**config.mk**
```make
export PLATFORM = sky130hd
export DESIGN_NAME = interrupt_controller
export DESIGN_NICKNAME = d
export VERILOG_FILES = /design/src/rtl/interrupt_controller.sv
export SDC_FILE = /design/constraint.sdc
export NUM_CORES = 1
export LEC_CHECK = 0
export ABC_AREA = 1
export CAP_MARGIN = 5
export CORE_MARGIN = 2
export CORE_UTILIZATION = 49
export CTS_CLUSTER_DIAMETER = 50
export DETAILED_ROUTE_END_ITERATION = 12
export PLACE_DENSITY = 0.84
export SETUP_SLACK_MARGIN = 0.2
export SLEW_MARGIN = 20
export SYNTH_ARGS = -nofsm -noshare
export SYNTH_HDL_FRONTEND = slang
export SYNTH_SLANG_ARGS = --single-unit
```
**constraint.sdc**
```tcl
create_clock -name clk -period 1.9 [get_ports clk]
set_input_delay 0.285 -clock clk [delete_from_list [all_inputs] [get_ports clk]]
set_output_delay 0.285 -clock clk [all_outputs]
set_load 0.03 [all_outputs]
```
**src/rtl/interrupt_controller.sv**
```systemverilog
// IRQ/NMI front end for top8227: synchronises, latches, masks and prioritises interrupt sources.
// Pend/NMI outputs change 2 edges after a source is first sampled; acks are vector fetches, no backpressure.
module interrupt_controller #(
   parameter int                 NUM_IRQ    = 8,
   parameter logic [NUM_IRQ-1:0] EDGE_MASK  = {NUM_IRQ{1'b1}},
   parameter logic [15:0]        IRQ_VECTOR = 16'hFFFE,
   parameter logic [15:0]        NMI_VECTOR = 16'hFFFA
) (
   input  logic               clk,
   input  logic               nrst,
   input  logic [NUM_IRQ-1:0] irq_src,
   input  logic               nmi_src,
   input  logic [NUM_IRQ-1:0] irq_mask,
   input  logic [NUM_IRQ-1:0] irq_clear,
   input  logic [7:0]         AddressBusHigh,
   input  logic [7:0]         AddressBusLow,
   output logic               interruptRequest,
   output logic               nonMaskableInterrupt,
   output logic [NUM_IRQ-1:0] irq_pending,
   output logic [3:0]         irq_id,
   output logic               irq_ack,
   output logic               nmi_ack
);
   typedef enum logic [1:0] {N_IDLE, N_ASSERT, N_RELEASE} nmiState_t;

   logic [NUM_IRQ-1:0] irqSync1, irqSync2, irqHist, pend;
   logic [NUM_IRQ-1:0] active, irqRise, ackClear, pendNext;
   logic               nmiSync1, nmiSync2, nmiHist;
   logic               irqPrevMatch, nmiPrevMatch;
   logic               irqMatch, nmiMatch, irqFetch, nmiFetch;
   logic [15:0]        addr;
   logic [3:0]         winner;
   nmiState_t          nmiState;

   assign addr     = {AddressBusHigh, AddressBusLow};
   assign irqMatch = (addr == IRQ_VECTOR);
   assign nmiMatch = (addr == NMI_VECTOR);
   assign nmiFetch = nmiMatch & ~nmiPrevMatch;

   assign active   = pend & irq_mask;
   assign irqFetch = irqMatch & ~irqPrevMatch & (|active);
   assign irqRise  = irqSync2 & ~irqHist;

   assign interruptRequest = |active;
   assign irq_pending      = pend;

   // Lowest index wins.
   always_comb begin
      winner = '0;
      for (int i = NUM_IRQ - 1; i >= 0; i--) begin
         if (active[i]) winner = 4'(i);
      end
   end

   // Isolating the lowest set bit of active gives the winner as a one-hot; only edge bits retire on ack.
   // A fresh edge outranks both ack-clear and irq_clear; level bits simply track the synchronised input.
   always_comb begin
      ackClear = '0;
      if (irqFetch) ackClear = active & ~(active - NUM_IRQ'(1)) & EDGE_MASK;
      pendNext = (EDGE_MASK & ((pend & ~(irq_clear | ackClear)) | irqRise))
               | (~EDGE_MASK & irqSync2);
   end

   always_ff @(posedge clk or negedge nrst) begin
      if (!nrst) begin
         irqSync1     <= '0;
         irqSync2     <= '0;
         irqHist      <= '0;
         pend         <= '0;
         irqPrevMatch <= 1'b0;
         irq_ack      <= 1'b0;
         irq_id       <= '0;
      end else begin
         irqSync1     <= irq_src;
         irqSync2     <= irqSync1;
         irqHist      <= irqSync2;
         pend         <= pendNext;
         irqPrevMatch <= irqMatch;
         irq_ack      <= irqFetch;
         if (irqFetch) irq_id <= winner;
      end
   end

   always_ff @(posedge clk or negedge nrst) begin
      if (!nrst) begin
         nmiSync1             <= 1'b0;
         nmiSync2             <= 1'b0;
         nmiHist              <= 1'b0;
         nmiPrevMatch         <= 1'b0;
         nmiState             <= N_IDLE;
         nonMaskableInterrupt <= 1'b0;
         nmi_ack              <= 1'b0;
      end else begin
         nmiSync1     <= nmi_src;
         nmiSync2     <= nmiSync1;
         nmiHist      <= nmiSync2;
         nmiPrevMatch <= nmiMatch;
         nmi_ack      <= 1'b0;
         case (nmiState)
            N_IDLE: begin
               if (nmiSync2 & ~nmiHist) begin
                  nmiState             <= N_ASSERT;
                  nonMaskableInterrupt <= 1'b1;
               end
            end
            N_ASSERT: begin
               if (nmiFetch) begin
                  nmiState             <= N_RELEASE;
                  nonMaskableInterrupt <= 1'b0;
                  nmi_ack              <= 1'b1;
               end
            end
            N_RELEASE: begin
               // Hold off until the source drops so a held-high NMI cannot retrigger.
               if (!nmiSync2) nmiState <= N_IDLE;
            end
            default: begin
               nmiState             <= N_IDLE;
               nonMaskableInterrupt <= 1'b0;
            end
         endcase
      end
   end
endmodule
```
==> flow_metrics.tcl <==
set metrics [dict create \
    status "completed" \
    synthCells 193 \
    dieArea_sq_um 4213 \
    syn_nets 236 \
    layout_commonest_cell "nand2_1" \
    worst_slack_ns 0.2333 \
    hp-start "irqSync1[2]" \
    cts.sinks 45 \
    core-area_sq_um 3606 \
    power_mw 2.069 \
    reg2reg_from "irq_pending[0]" \
    grt-ovfl-total 0 \
    worstPathArrival_ns 1.38 \
    clk_latency_ns 0.30 \
    grt_use_total_pct 18.74 \
    start_kind "input pin" \
    rsz0062_at_grt "yes" \
    p_clk_share_pct 34.3 \
    regToRegSetupSlack_ns 0.57 \
    layout-drive-gt1-share_pct 12.36 \
    die_x_um 64.91 \
    p_leak_nw 1.338 \
    skew_ns 0.006627 \
    worstPathRequired_ns 1.62 \
    synth_cell_types 21 \
    period_share_pct 87.72 \
    switching_share_pct 24.99 \
    grt_pass1_vias 1372 \
    p_int_mw 1.552 \
    reg2reg_to "irq_pending[6]" \
    whs_path_depth 0 \
    dpl_cell_area_sq_um 2454 \
    end_kind "output port" \
    routed_wl_mm 3.461 \
    mostFrequentLayoutCells "54 x nand2_1, 51 x clkdlybuf4s50_1, 45 x dfrtp_1, 28 x inv_1, 20 x nor2_1" \
    ant_nets 0 \
    htree_levels 2 \
    setup_viol 0 \
    drt_first_pass_iters 4 \
    clock_path_buffers 2 \
    syn_to_final_growth_pct 43.22 \
    syn_avg_cell_area_sq_um 9.420 \
    hold_viol 0 \
    tns_ns 0 \
    root_buffer "clkbuf_8" \
    switching_power_mw 0.5172 \
    holdWs_ns 0.3523 \
    drv_slew 0 \
    yosys_warnings 0 \
    post-route-drc-count 0 \
    drtIter0Drc 127 \
    reg2regPathDepth 8 \
    worst-path-max-fanout 6 \
    ioPinCount 59 \
    vias 1411 \
    antenna_cells 0 \
    ys_ff_latch 45 \
    nets 302 \
    crit_type "input pin to output port" \
    fillers 265 \
    die_h_um 64.91 \
    vias_per_cell 4.596 \
    max_freq_mhz 600.0 \
    wire_per_inst_um 11.27 \
    seqPwrFrac_pct 50.0 \
    pre_cts_ws_ns 0.1777 \
    maxCapViolations 0 \
    hold_path.class "register to register" \
    final_area_sq_um 2604 \
    post-route-min-period_ns 1.667 \
    hold_end "irqSync2[2]" \
    combPwrFrac_pct 15.7 \
    dp_hpwl_mm 2.603 \
    grt_start_max_net_pins 46 \
    cts_made_buffers 5 \
    cts_tree "done" \
    syn-cell-area_sq_um 1818 \
    seq_area_frac_synth_pct 61.94 \
    rows 22 \
    initial_core_util_pct 50.42 \
    gp_congestion 0.8315 \
    p_per_area_nw_per_um2 794.8 \
    grt_pass1_wl_mm 5.940 \
    peakVddDrop_mv 0.5534 \
    port_buffers 57 \
    clkTransAtPathRegs_ns 0.08 \
    antenna_found_initial 0 \
]
-- cells in the mapped netlist (all sizes together) --
cell	n	area share [%]
nand2	64	15
dfrtp	45	62
inv	29	6.0
nor2	27	8.6
nand3	7	2.2
nand4	7	2.4
a21oi	4	1.1
clkinv	2	0.55
nand3b	2	0.83
nor3	2	0.55
a31oi	1	0.34
buf	1	0.41
conb	1	0.21
o21ai	1	0.28
-- worst max-delay path by stage --
stage / to / startpoint / cells after the start
final: interruptRequest / irq_mask[0] / 6
after global routing: interruptRequest / irq_pending[0] / 5
after CTS: irq_pending[5] / irq_pending[5] / 1
after detailed placement: interruptRequest / irq_mask[4] / 6
after global placement: interruptRequest / irq_mask[4] / 6
after floorplan: irq_id[1] / irq_pending[6] / 8
-- timing repair --
| item | 4_1_cts | 5_1_grt |
|---|---|---|
| setup endpoints to repair | 1 | 5 |
| pin swaps | 0 | 2 |
| resized for setup | 1 | 8 |
| setup buffers | 0 | 1 |
| hold buffers | 1 | 0 |
| hold endpoints to repair | 45 | 0 |
-- sequential cells by signal, indices dropped and copies added, names as in the netlist --
register / flops
irqPrevMatch: 1
irqHist: 8
irqSync1: 8
nmiState: 2
nmiPrevMatch: 1
nmiHist: 1
irq_pending: 8
irq_ack: 1
nmiSync1: 1
nonMaskableInterrupt: 1
nmi_ack: 1
nmiSync2: 1
irqSync2: 8
irq_id: 3
-- cells by family (layout without fill, tap and decap cells) --
| logic type | after synthesis | after routing | share of synthesized area (%) |
|---|---|---|---|
| AO/OA/AOI/OAI | 6 | 6 | 1.721 |
| buffers and inverters | 32 | 98 | 6.951 |
| flip-flops | 45 | 45 | 61.94 |
| other | 1 | 1 | 0.2063 |
| AND/OR/NAND/NOR | 109 | 109 | 29.18 |
-- cell type report --
| type | count | area, sq um | share of cell area [%] |
|---|---|---|---|
| tap | 48 | 60.06 | 2.307 |
| multi-input combinational | 116 | 580.6 | 22.30 |
| clock inverter | 2 | 38.79 | 1.490 |
| sequential | 45 | 1126 | 43.25 |
| timing repair buffer | 60 | 610.6 | 23.45 |
| inverter | 31 | 118.9 | 4.565 |
| clock buffer | 5 | 68.82 | 2.643 |
-- metal layers --
layer,GRT usage [%],up-vias,part of all wire [%]
met5,0,-,0
met4,8.777,0,2.0
met3,4.861,7,4.1
met2,32.60,29,54
met1,21.44,657,40
li1,-,718,-
-- critical path, cell delays in order --
cell             delay, ns
clkdlybuf4s50_1       0.46
nand2_2               0.12
nand2_2               0.10
nor2_4                0.15
nand2_4               0.09
buf_4                 0.18
-- metrics by stage --
stage	util [%]	instances
2_1_floorplan	-	193
3_3_place_gp	68.04	298
3_5_place_dp	68.04	298
4_1_cts	71.44	306
5_1_grt	72.21	307
6_report	72.21	307
-- power groups by stage --
stage	Sequential [mW]	Combinational, mW	Clock, mW
3_5_place_dp	1.05	0.317	0
3_3_place_gp	1.05	0.310	0
2_1_floorplan	1.08	0.114	0
5_1_grt	1.04	0.357	0.762
4_1_cts	1.03	0.322	0.718
6_report	1.03	0.326	0.709
Note: power is estimated with default switching activity, not from simulation.
